[src/rtl/mux_stream.sv]
// Purpose : N-to-1 stream multiplexer with a single registered output stage and per-channel
//           valid/ready handshakes. Selection is manual (force_en/force_sel) or automatic.
// Latency : 1 cycle from input transfer to out_data/out_sel; one word per cycle sustained.
// Backpr. : a grant is issued only when the output register is empty or being drained this
//           cycle (out_ready); otherwise every in_ready is low and all channels stall.
//
// Build option: define MUX_STREAM_RR_EN for round-robin arbitration (search starts after
// the last granted channel). Left undefined, arbitration is fixed priority (lowest index).
//
// Ports:
//   clk        sole clock, rising edge
//   reset      synchronous, active-high; drops any held word
//   in_data    CHANNELS*WIDTH packed data, channel i at [i*WIDTH +: WIDTH]
//   in_valid   per-channel valid
//   in_ready   per-channel ready, at most one bit high
//   force_en   manual-select mode enable
//   force_sel  channel granted while force_en=1 (values >= CHANNELS grant nothing)
//   out_data   registered selected word
//   out_valid  out_data holds an undelivered word
//   out_ready  downstream accept
//   out_sel    source channel of the word in out_data
module mux_stream #(
    parameter  int WIDTH    = 4,
    parameter  int CHANNELS = 4,
    localparam int SEL_W    = $clog2(CHANNELS)
) (
    input  logic                      clk,
    input  logic                      reset,
    input  logic [CHANNELS*WIDTH-1:0] in_data,
    input  logic [CHANNELS-1:0]       in_valid,
    output logic [CHANNELS-1:0]       in_ready,
    input  logic                      force_en,
    input  logic [SEL_W-1:0]          force_sel,
    output logic [WIDTH-1:0]          out_data,
    output logic                      out_valid,
    input  logic                      out_ready,
    output logic [SEL_W-1:0]          out_sel
);

    typedef enum logic {
        EMPTY = 1'b0,
        FULL  = 1'b1
    } state_t;

    localparam logic [SEL_W:0]   CH_COUNT = (SEL_W + 1)'(CHANNELS);
    localparam logic [SEL_W-1:0] LAST_RST = SEL_W'(CHANNELS - 1);

    state_t             state_q, state_d;
    logic [WIDTH-1:0]   data_q,  data_d;
    logic [SEL_W-1:0]   sel_q,   sel_d;
    logic [SEL_W-1:0]   last_q,  last_d;

    logic               can_load;
    logic               grant_vld;
    logic [SEL_W-1:0]   grant_idx;
    logic               xfer;
    logic [WIDTH-1:0]   grant_data;
`ifdef MUX_STREAM_RR_EN
    int                 rr_idx;
`endif

    // Grant selection. Depends only on in_valid, out_ready, force_en, force_sel and
    // state, never on in_data, so downstream ready paths stay short.
    always_comb begin
        can_load  = (state_q == EMPTY) | out_ready;
        grant_vld = 1'b0;
        grant_idx = '0;
`ifdef MUX_STREAM_RR_EN
        rr_idx    = 0;
`endif
        if (!reset && can_load) begin
            if (force_en) begin
                // Forced grant is offered even if the channel is not valid; an
                // out-of-range selector grants nothing.
                if ({1'b0, force_sel} < CH_COUNT) begin
                    grant_vld = 1'b1;
                    grant_idx = force_sel;
                end
            end else begin
`ifdef MUX_STREAM_RR_EN
                // Walk channels starting just after the last grant, wrapping at CHANNELS.
                for (int k = 0; k < CHANNELS; k++) begin
                    rr_idx = (int'(last_q) + 1 + k) % CHANNELS;
                    if (!grant_vld && in_valid[rr_idx]) begin
                        grant_vld = 1'b1;
                        grant_idx = SEL_W'(rr_idx);
                    end
                end
`else
                // Descending scan so the lowest valid index is the one left standing.
                for (int i = CHANNELS - 1; i >= 0; i--) begin
                    if (in_valid[i]) begin
                        grant_vld = 1'b1;
                        grant_idx = SEL_W'(i);
                    end
                end
`endif
            end
        end
    end

    always_comb begin
        in_ready = '0;
        if (grant_vld) begin
            in_ready = CHANNELS'(1) << grant_idx;
        end
    end

    // A transfer needs both sides of the handshake; a forced grant on an idle
    // channel is not a transfer and leaves the pointer alone.
    assign xfer       = grant_vld & in_valid[grant_idx];
    assign grant_data = in_data[grant_idx*WIDTH +: WIDTH];

    always_comb begin
        state_d = state_q;
        data_d  = data_q;
        sel_d   = sel_q;
        last_d  = last_q;
        if (xfer) begin
            // Covers the drain-and-refill case too: state stays FULL, no bubble.
            state_d = FULL;
            data_d  = grant_data;
            sel_d   = grant_idx;
            last_d  = grant_idx;
        end else if (state_q == FULL && out_ready) begin
            state_d = EMPTY;
        end
    end

    always_ff @(posedge clk) begin
        if (reset) begin
            state_q <= EMPTY;
            data_q  <= '0;
            sel_q   <= '0;
            last_q  <= LAST_RST;
        end else begin
            state_q <= state_d;
            data_q  <= data_d;
            sel_q   <= sel_d;
            last_q  <= last_d;
        end
    end

    assign out_valid = (state_q == FULL);
    assign out_data  = data_q;
    assign out_sel   = sel_q;

endmodule

[config.mk]
export PLATFORM = sky130hd
export DESIGN_NAME = mux_stream
export DESIGN_NICKNAME = d
export VERILOG_FILES = /design/src/rtl/mux_stream.sv
export SDC_FILE = /design/constraint.sdc
export NUM_CORES = 1
export LEC_CHECK = 0
export ABC_AREA = 1
export CAP_MARGIN = 20
export CORE_MARGIN = 2
export CORE_UTILIZATION = 37
export CTS_CLUSTER_DIAMETER = 120
export DETAILED_ROUTE_END_ITERATION = 8
export PLACE_DENSITY = 0.83
export SYNTH_ARGS = -nofsm -noshare
export SYNTH_HDL_FRONTEND = slang
export SYNTH_SLANG_ARGS = --single-unit
[constraint.sdc]
create_clock -name clk -period 1.65 [get_ports clk]
set_clock_uncertainty 0.1 [all_clocks]
set_input_delay 0.33 -clock clk [delete_from_list [all_inputs] [get_ports clk]]
set_output_delay 0.33 -clock clk [all_outputs]
set_load 0.05 [all_outputs]
==> flow_summary_export.csv <==
group,metric,value,unit
timing,slew_headroom,0.8376,
synthesis,synth-seq-area-share,0.2187,
clocking,cts_inserted_buffers,3,
worst_setup_path,cp_top_family,"simple AND/OR/NAND/NOR gates",
power_and_ir_drop,worst_supply_voltage_drop_on_vdd,614.9,µV
global_routing,grt_start_max_net_pins,13,
floorplan,die_y,45.61,µm
synthesis,synthDistinctLibCells,13,
worst_setup_path,timing.critical_path.slowest_stage_cell,"dfxtp_4",
timing,post-route-worst-setup-slack,-0.1473,ns
routing,avgViaCountPerCell,5.661,
worst_setup_path,arrival,1.85,ns
worst_setup_path,path_depth,11,
run,max_cap_violations,0,
synthesis,dominant_cells_by_area_after_synthesis,"dfxtp_1 (22%), nand2_1 (19%), nand4_1 (13%), nor2_1 (10%), nand3_1 (6.3%)",
worst_setup_path,timing.critical_path.slowest_cell_delay,0.35,ns
synthesis,avgSynthCellArea,5.877,µm²
routing,initialDrtViolationCount,42,
timing,fin_setup_tns,-1.113,ns
placed_design,port_buffers,36,
synthesis,syn-num-nets,135,
power_and_ir_drop,power-per-cell-area,608.0,nW/µm²
power_and_ir_drop,totalPowerFinal,890.7,µW
floorplan,dieWidth,45.61,µm
clocking,cts_hold_buffers,0,
floorplan,rows,15,
finish,antenna_cells_inserted,0,
clocking,worst_path_clk_slew,0.06,ns
run_status,status,"finished with violations",
finish,n_fill_cell,89,
floorplan,core,1670,µm²
hold_path,min_delay_path_depth,4,
clocking,clock_latency,0.26,ns
run_status,failed_checks,"setup timing",
global_routing,grt_pass1_vias,1018,
finish,layout.cells.non_filler,189,
floorplan,die-area,2080,µm²
worst_setup_path,setup.worst_path.class,"reg2reg",
global_routing,grt_antenna_before_repair,0,
worst_setup_path,crit_path_max_fanout,4,
clocking,clk_path_buf_depth,2,
synthesis,post_synthesis_cell_type_with_the_largest_combined_area,"dfxtp_1",
worst_setup_path,cp_cell_sequence,"a21oi_4 -> buf_6 -> buf_4 -> nand3_1 -> nand2_1 -> nand2_2 -> nand2_4 -> buf_12 -> nand3_2 -> nand2_1 -> nor2_1",
synthesis,ys_ff_latch,7,
synthesis,post-synth-top-area-fraction,0.2187,
global_routing,grt.total_usage,0.2786,
worst_setup_path,reg2regPathDepth,11,
global_routing,grt_pass1_wl,4.202,mm
timing,final.period_utilization,1.089,
timing,final-hold-violation-count,0,
placed_design,placement_stage_cell_area,1239,µm²
power_and_ir_drop,total_leakage_power,0.0007079,µW
routing,num_vias,1070,
synthesis,syn-cell-area,640.6,µm²
clocking,clkSinkCount,7,
timing,timing_max_transition_violations_final,0,
finish,area_growth,128.7,%
placed_design,place_congestion,0.8354,
timing,rsz0062_at_grt,"yes",
routing,drc,0,
floorplan,floorplan.io_pins,37,
global_routing,grt-ovfl-total,0,
timing,worst-slew-pin-transition,0.2435,ns
worst_setup_path,worstSetupStartpointType,"register",
worst_setup_path,critical_path.n_buffers_inverters,3,
worst_setup_path,critical_path_sink_type,"register",
routing,postRouteWirelength,3.201,mm
placed_design,worst_setup_slack_after_placement,-0.5246,ns
synthesis,postSynthCellCount,109,
synthesis,yosysWarningCount,0,
routing,pre_antenna_drt_iters,4,
placed_design,total_instance_count_after_detailed_placement,170,
timing,setup_violations,10,
timing,layout_min_cycle_time,1.797,ns
clocking,root_buffer,"clkbuf_4",
finish,final_layout_size_suffix_gt1_frac,0.4593,
clocking,htree_num_levels,1,
placed_design,dp.final_hpwl,1.725,mm
hold_path,worstHoldPathType,"in2reg",
routing,post_drt_wl_per_cell,16.94,µm
routing,antenna_left,0,
worst_setup_path,crit_path_frequent_cell,"nand2_1",
timing,fmax,556.4,MHz
worst_setup_path,critical_path_required,1.70,ns
floorplan,floorplan.initialDensity,0.3835,
finish,nets,199,
clocking,cts_tree,"yes",
finish,non_filler_cell_area_final,1465,µm²
through the flow:
| step | hold WS (ns) | utilization |
|---|---|---|
| 5_1_grt | 0.3598 | 0.8772 |
| 4_1_cts | 0.3425 | 0.8464 |
| 3_5_place_dp | 0.4054 | 0.7416 |
| 2_1_floorplan | 0.2917 | - |
| 6_report | 0.3492 | 0.8772 |
| 3_3_place_gp | 0.3961 | 0.7416 |
metal layers:
layer	wire length, µm	part of all wire	global-route usage
met1	1216	0.38	0.2983
met2	1625	0.51	0.5239
met3	197	0.062	0.05556
met4	161	0.050	0.1059
met5	0	0	0
tightest hold or removal path: stages:
cell and delay, ns:
clkdlybuf4s15_1 0.18, inv_2 0.05, nand2_1 0.05, a21oi_1 0.06
cell usage after synthesis:
| cell | number |
|---|---|
| nand2_1 | 32 |
| nor2_1 | 17 |
| nand4_1 | 13 |
| inv_1 | 9 |
| nand3_1 | 8 |
| a21oi_1 | 7 |
| dfxtp_1 | 7 |
| nand2_2 | 4 |
| nand3_2 | 4 |
| buf_2 | 3 |
| buf_6 | 2 |
| inv_2 | 2 |
| a21oi_4 | 1 |
path summary, 6_finish.rpt:
check | from | to | slack, ns
worst min-delay path | out_ready | out_valid | 0.35
worst min register to register | out_data[2] | out_data[2] | 0.44
worst max-delay path | out_valid | out_data[2] | -0.15
worst max register to register | out_valid | out_data[2] | -0.15
cell families (layout without fill, tap and decap cells):
| logic type | after synthesis | in the layout | synth area share |
|---|---|---|---|
| compound gates | 8 | 8 | 0.08008 |
| buf+inv | 16 | 79 | 0.1230 |
| flops | 7 | 7 | 0.2187 |
| simple gates | 78 | 78 | 0.5781 |
power breakdown:
part | internal, µW | total (µW) | switching (µW)
Sequential | 184 | 204 | 19.7
Combinational | 253 | 522 | 269
Clock | 92.8 | 165 | 71.8
Total | 530 | 891 | 361
what timing repair did:
action                                  CTS  global route
pin swaps                                15             5
endpoints found under the setup margin   11            11
buffers inserted                         13             3
resized for setup                        45            10
cell usage in the layout, fill, tap and decap left out:
master           netlist  final
buf_12                 0     13
clkbuf_1               0      1
nor2_2                 0      3
a21oi_2                0      3
a21oi_4                1      2
nand4_1               13     13
nand2_8                0      1
dfxtp_1                7      6
inv_1                  9      9
nand2_4                0      4
nand2_2                4      7
buf_2                  3      5
a21oi_1                7      3
nand3_2                4      5
clkbuf_4               0      3
buf_4                  0     22
dlygate4sd2_1          0      3
clkdlybuf4s15_1        0      1
dfxtp_4                0      1
clkdlybuf4s50_1        0     16
inv_2                  2      2
nand2_1               32     24
nor2_4                 0      4
nand3_1                8      7
buf_6                  2      4
nor2_1                17     10
final cells by class:
| cell class | count | area (µm²) | area share |
|---|---|---|---|
| well taps | 17 | 21.27 | 0.01452 |
| clock buffers | 4 | 26.28 | 0.01793 |
| flip-flops and latches | 7 | 143.9 | 0.09821 |
| inverters | 11 | 41.29 | 0.02818 |
| multi-input cells | 86 | 540.5 | 0.3689 |
| repair buffers | 64 | 691.9 | 0.4722 |
sequential cells by signal, indices dropped and copies added (netlist names):
signal     flops
out_valid      1
out_sel        2
out_data       4
No activity file was read; power rests on OpenSTA's default activity.
